**config.mk**
```make
export PLATFORM = sky130hd
export DESIGN_NAME = rr_fsm_arbiter
export DESIGN_NICKNAME = d
export VERILOG_FILES = /design/src/rtl/rr_fsm_arbiter.sv
export SDC_FILE = /design/constraint.sdc
export NUM_CORES = 1
export LEC_CHECK = 0
export CELL_PAD_IN_SITES_DETAIL_PLACEMENT = 0
export CELL_PAD_IN_SITES_GLOBAL_PLACEMENT = 1
export CORE_MARGIN = 3
export CORE_UTILIZATION = 26
export DETAILED_ROUTE_END_ITERATION = 8
export PLACE_DENSITY = 0.76
export SYNTH_ARGS = -nofsm -noshare
export SYNTH_HDL_FRONTEND = slang
export SYNTH_SLANG_ARGS = --single-unit
```
**constraint.sdc**
```tcl
create_clock -name clk -period 1.2 [get_ports clk]
set_clock_uncertainty 0.05 [all_clocks]
set_input_delay 0.36 -clock clk [delete_from_list [all_inputs] [get_ports clk]]
set_output_delay 0.36 -clock clk [all_outputs]
set_load 0.05 [all_outputs]
```
**src/rtl/rr_fsm_arbiter.sv**
```systemverilog
// rtl/rr_fsm_arbiter.sv - round-robin grant FSM sharing one start/done resource among N_REQ requesters
//
// Optional feature macro: ARB_TIMEOUT_EN (forced release after MAX_HOLD busy cycles)
//
// Ports:
//   clk      in   clock
//   rst_n    in   synchronous active-low reset
//   req      in   [N_REQ]    per-requester request level
//   done     in   resource finished the current transaction (1-cycle pulse)
//   gnt      out  [N_REQ]    one-hot registered grant
//   gnt_idx  out  [IW]       index of the granted requester (holds last value when idle)
//   busy     out  resource owned
//   timeout  out  1-cycle pulse on a forced release

module rr_fsm_arbiter #(
    parameter int N_REQ    = 4,
    parameter int MAX_HOLD = 15
) (
    input  logic                       clk,
    input  logic                       rst_n,
    input  logic [N_REQ-1:0]           req,
    input  logic                       done,
    output logic [N_REQ-1:0]           gnt,
    output logic [$clog2(N_REQ)-1:0]   gnt_idx,
    output logic                       busy,
    output logic                       timeout
);

    localparam int IW = $clog2(N_REQ);

    typedef enum logic [0:0] {
        IDLE = 1'b0,
        BUSY = 1'b1
    } state_t;

    state_t          state;
    logic [IW-1:0]   ptr;
    logic [IW-1:0]   sel;
    logic            any_req;
    logic            force_rel;
    logic            release_now;

    assign any_req = |req;

    // Winner search starts just above the last owner; the second pass wraps
    // to index 0 and ends on the last owner itself, so the previous owner
    // only wins when nobody else is requesting.
    always_comb begin
        logic found;
        found = 1'b0;
        sel   = ptr;
        for (int j = 0; j < N_REQ; j++) begin
            if (!found && req[IW'(j)] && (IW'(j) > ptr)) begin
                sel   = IW'(j);
                found = 1'b1;
            end
        end
        for (int j = 0; j < N_REQ; j++) begin
            if (!found && req[IW'(j)] && (IW'(j) <= ptr)) begin
                sel   = IW'(j);
                found = 1'b1;
            end
        end
    end

`ifdef ARB_TIMEOUT_EN
    localparam int CW = $clog2(MAX_HOLD + 1);
    logic [CW-1:0] hold_cnt;

    // Counter is 0 during the first busy cycle, so hitting MAX_HOLD-1 here
    // means this edge ends the MAX_HOLD-th busy cycle.
    assign force_rel = (state == BUSY) && !done && (hold_cnt == CW'(MAX_HOLD - 1));
`else
    logic unused_hold;
    assign unused_hold = ^MAX_HOLD;
    assign force_rel   = 1'b0;
`endif

    assign release_now = done || force_rel;

    always_ff @(posedge clk) begin
        if (!rst_n) begin
            state   <= IDLE;
            gnt     <= '0;
            gnt_idx <= '0;
            busy    <= 1'b0;
            timeout <= 1'b0;
            ptr     <= IW'(N_REQ - 1);
`ifdef ARB_TIMEOUT_EN
            hold_cnt <= '0;
`endif
        end else begin
            timeout <= 1'b0;
            case (state)
                IDLE: begin
                    if (any_req) begin
                        state   <= BUSY;
                        gnt     <= {{(N_REQ-1){1'b0}}, 1'b1} << sel;
                        gnt_idx <= sel;
                        ptr     <= sel;
                        busy    <= 1'b1;
`ifdef ARB_TIMEOUT_EN
                        hold_cnt <= '0;
`endif
                    end
                end
                BUSY: begin
                    if (release_now) begin
                        timeout <= force_rel;
                        if (any_req) begin
                            // Back-to-back handover without an idle bubble.
                            gnt     <= {{(N_REQ-1){1'b0}}, 1'b1} << sel;
                            gnt_idx <= sel;
                            ptr     <= sel;
`ifdef ARB_TIMEOUT_EN
                            hold_cnt <= '0;
`endif
                        end else begin
                            state <= IDLE;
                            gnt   <= '0;
                            busy  <= 1'b0;
                        end
                    end
`ifdef ARB_TIMEOUT_EN
                    else begin
                        hold_cnt <= hold_cnt + 1'b1;
                    end
`endif
                end
                default: begin
                    state <= IDLE;
                    gnt   <= '0;
                    busy  <= 1'b0;
                end
            endcase
        end
    end

endmodule
```
Word level (Yosys, flattened, before mapping). Index checks and enable logic that the tools add are counted. Widths: inputs -> output; s select.

$lt $le $gt $ge: 4. Equality and inequality tests: 3. Shift operators: 1. Multiplexer cells: 24. Bitwise operators: 1. Reductions and logical operators: 13.

Operator list (count): $mux 2 (8); $mux 4 (3); $mux 1 (8); $pmux 2 s2 (2); $pmux 4 s2 (1); $logic_and 1x1->1 (7); $ne 2x2->1 const B (3); $gt 1x2->1 const A (2); $le 1x2->1 const A (2); $pmux 1 s2 (2); $reduce_or 4->1 (1); $shl 1x2->4 const A (1); $logic_not 1->1 (3); $reduce_and 3->1 (1); $reduce_and 2->1 (1); $not 1->1 (1).

Register bits: 10. Input port bits: 7. Word-level logic and storage cells: 51.

Depth between registers and ports, before layout.
Word-level depth: 19. Mapped depth: 3. Gate-level depth less buffers: 3.

Worst setup path before layout. OpenSTA, ideal clock, no wires.

Path kind: in2reg. From: input port req[0]. To: register gnt[2]. Setup time: 0.130 ns. Data arrival time: 1.144 ns. Setup slack: -0.124 ns. Stages: 3. Path through: or4_1 nand4_1 o22ai_1.

Word-level cells in the longest chain between the ends: 18.

RTL lines: from (decl) (RTL line 21) `input logic [N_REQ-1:0] req,`; $logic_and 1x1->1 (RTL line 53) `if (!found && req[IW'(j)] && (IW'(j) > ptr)) begin`; $mux 1 (RTL line 53); $logic_not 1->1 (RTL line 53); $logic_and 1x1->1 (2 in series) (RTL line 53); $mux 1 (RTL line 53); $logic_not 1->1 (RTL line 59) `if (!found && req[IW'(j)] && (IW'(j) <= ptr)) begin`; $logic_and 1x1->1 (2 in series) (RTL line 59); $mux 1 (RTL line 59); $logic_not 1->1 (RTL line 59); $logic_and 1x1->1 (2 in series) (RTL line 59); $mux 2 (RTL line 59); $shl 1x2->4 (RTL line 98, 112); $mux 4 (RTL line 110) `if (any_req) begin`; $mux 4 (RTL line 108) `if (release_now) begin`; $pmux 4 s2 (RTL line 94) `case (state)`; to (signal assigned) (RTL line 98) `gnt <= {{(N_REQ-1){1'b0}}, 1'b1} << sel;`; to (signal assigned) (RTL line 112) `gnt <= {{(N_REQ-1){1'b0}}, 1'b1} << sel;`; to (decl) (RTL line 23) `output logic [N_REQ-1:0] gnt,`.

Several ways; a longest one is shown, not always the timed one. The select of a mux whose other input is x is not followed. A chain may end at the register's enable or synchronous reset.

Final worst setup path.
From: register ptr[1]. To: register gnt_idx[0].

Word-level cells in the longest chain between the ends: 18.

RTL lines: from (decl) (RTL line 37) `logic [IW-1:0] ptr;`; from (signal assigned) (RTL line 88) `ptr <= IW'(N_REQ - 1);`; from (signal assigned) (RTL line 100) `ptr <= sel;`; from (signal assigned) (RTL line 114) `ptr <= sel;`; $gt 1x2->1 (RTL line 53); $logic_and 1x1->1 (RTL line 53); $mux 1 (RTL line 53); $logic_not 1->1 (RTL line 53); $logic_and 1x1->1 (2 in series) (RTL line 53); $mux 1 (RTL line 53); $logic_not 1->1 (RTL line 59); $logic_and 1x1->1 (2 in series) (RTL line 59); $mux 1 (RTL line 59); $logic_not 1->1 (RTL line 59); $logic_and 1x1->1 (2 in series) (RTL line 59); $mux 2 (*) (RTL line 59); $mux 2 (*) (RTL line 96, 110); $mux 2 (RTL line 108); $pmux 2 s2 (*) (RTL line 94); to (signal assigned) (RTL line 99) `gnt_idx <= sel;`; to (signal assigned) (RTL line 113) `gnt_idx <= sel;`; to (decl) (RTL line 24) `output logic [$clog2(N_REQ)-1:0] gnt_idx,`.

Every way passes the cells marked *; elsewhere a longest branch is shown, timed or not. The select of a mux whose other input is x is not followed.

==> flow_summary.json <==
{
  "status": "complete, but fails checks",
  "violations": "negative setup slack",
  "p_per_area_mw_per_mm2": 1240,
  "max_freq_mhz": 794,
  "cp_slowest_cell": "or4_4",
  "cts.sink_count": 10,
  "final_cell_count_no_fill": 86,
  "grt_max_degree": 12,
  "crit_chain": "o21a_1 > or4_4 > a21boi_1",
  "post_cts_buffers": 0,
  "area_delta_synth_final_pct": 76.6,
  "rows": 13,
  "crit_buf_inv": 0,
  "cts_root_buf": "clkbuf_4",
  "design_area_um2": 736,
  "hpwl_um": 780,
  "path_class": "reg -> reg",
  "clock_latency_ns": 0.27,
  "ant_nets": 0,
  "synth_area_leaders": "dfxtp_1 48%, o21ai_0 6.0%, o22ai_1 6.0%",
  "cp_data_arrival_time_ns": 1.41,
  "placed_area_um2": 697,
  "max_stage_delay_ns": 0.49,
  "grt.overflow.total": 0,
  "p_leak_nw": 0.302,
  "start_util": 0.298,
  "syn_inst": 48,
  "ctsHtreeMaxLevel": 1,
  "first_global_vias": 393,
  "synth_top_cell_by_area": "dfxtp_1",
  "vias": 429,
  "vias_per_cell": 4.99,
  "gp_congestion": 0.727,
  "synth_cell_types": 22,
  "r2r_start": "ptr[1]$_SDFFE_PN1P_",
  "ys_seq_area_frac": 0.480,
  "io_buffers": 13,
  "cts_buffers": 3,
  "synth.avg_cell_area_um2": 8.68,
  "layout-drive-gt1-share": 0.493,
  "hold_path_class": "in -> reg",
  "drtPass1Iterations": 2,
  "post-route-drc-count": 0,
  "peakVddDrop_mv": 0.553,
  "final_hold_viol_count": 0,
  "antenna_cells": 0,
  "hp-start": "req[3]",
  "fin_ws_ns": -0.0598,
  "drv_cap": 0,
  "fin_tns_setup_ns": -0.0708,
  "synth_nets": 55,
  "dr.first_iter.drc_count": 3,
  "synth_top_area_share": 0.480,
  "setup_viol": 2,
  "critPathLaunchType": "register",
  "routedWlPerCell_um": 11.5,
  "grt_usage": 0.114,
  "drv_slew": 0,
  "hold_buffers": 0,
  "startpoint": "ptr[1]$_SDFFE_PN1P_",
  "dpl.cell_count": 82,
  "path_max_fanout": 3,
  "die_y_um": 46.0,
  "worstPathRequired_ns": 1.35,
  "rsz0062_at_grt": "yes",
  "wl_um": 987,
  "ys_warn_count": 0,
  "grt_pass1_wl_mm": 1.68,
  "die_area_mm2": 0.00212,
  "synth_seq_cells": 10,
  "min_period_ns": 1.26,
  "cts_tree": "done",
  "cts.clk_slew.worst_paths_ns": 0.07,
  "die-width_um": 46.0,
  "nNetsFinal": 79,
  "core-area_mm2": 0.00140,
  "fin_hold_ws_ns": 0.407,
  "clock_path_buffers": 2,
  "antenna_found_initial": 0,
  "pin_count": 15,
  "syn_area_um2": 417,
  "end_kind": "register",
  "crit_family": "simple AND/OR/NAND/NOR gates",
  "fin_crit_sh": 1.05
}
## worst paths after layout
check | slack [ns] | endpoint | cells past startpoint
hold reg to reg | 0.44 | gnt[3]$_SDFFE_PN0P_ | 2
hold / removal | 0.41 | state$_SDFF_PN0_ | 3
setup / recovery | -0.06 | gnt_idx[0]$_SDFFE_PN0P_ | 3
setup reg to reg | -0.06 | gnt_idx[0]$_SDFFE_PN0P_ | 3
## through the flow
step / setup WS, ns / utilization / total power (W)
finish: -0.0598 / 0.526 / 0.000914
global route: -0.0906 / 0.526 / 0.000961
CTS: -0.0839 / 0.521 / 0.000924
detailed placement: -0.656 / 0.498 / 0.000611
global placement: -0.630 / 0.498 / 0.000610
floorplan: -0.0540 / - / 0.000485
## synth_stat cells
library cell / number
a211o_1: 1
a21boi_0: 1
a21boi_1: 2
a21oi_1: 2
buf_4: 1
clkbuf_1: 1
conb_1: 1
dfxtp_1: 10
inv_1: 1
nand2_1: 6
nand2b_1: 1
nand3_1: 1
nand4_1: 1
nor2_1: 3
nor2b_1: 1
nor4_2: 1
o21a_1: 1
o21ai_0: 5
o21ai_1: 1
o22ai_1: 4
or3b_1: 1
or4_1: 2
## worst min-delay path: stages
cell	delay, ns
buf_2	0.11
nor4_4	0.07
a21boi_0	0.14
## layer usage
metal,share of wire,wire length (um),track usage
met1,0.47,464,0.138
met2,0.48,470,0.170
met3,0.037,37,0.0158
met4,0.014,14,0.102
met5,0,0,0
## registers in the layout (all words and copies together), names as in the netlist
signal / cells
gnt: 4
gnt_idx: 2
ptr: 2
busy: 1
state: 1
## layout by cell type (no fill, tap or decap), types with 2 or more instances in the layout
cell	n
nand2_1	6
or4_4	2
a21boi_1	2
buf_12	7
dlygate4sd2_1	2
buf_2	3
nor2_1	3
clkbuf_4	3
dfxtp_2	8
buf_4	8
dfxtp_1	2
o21ai_0	5
o22ai_1	4
## report_power, final
group	internal, W	leakage (nW)	switching (W)
registers	0.000358	0.0847	0.0000186
logic	0.000111	0.197	0.000117
clock network	0.000184	0.0210	0.000125
## cell type report
cell class | count | area [um2]
clock buffers | 4 | 36.3
fillers | 126 | 663
inverters | 1 | 3.75
multi-input cells | 35 | 224
flip-flops and latches | 10 | 210
well taps | 15 | 18.8
repair buffers | 21 | 243
## cells by family after synthesis
group | count (synthesis) | synth area share
buf+inv | 3 | 0.0360
other cells | 1 | 0.00900
simple gates | 17 | 0.225
compound gates | 17 | 0.249
flops | 10 | 0.480
## repair_timing
action,in CTS,in global routing
pin swaps,4,5
resized for setup,24,3
setup endpoints to repair,17,8
(Power assumes the default switching activity.)
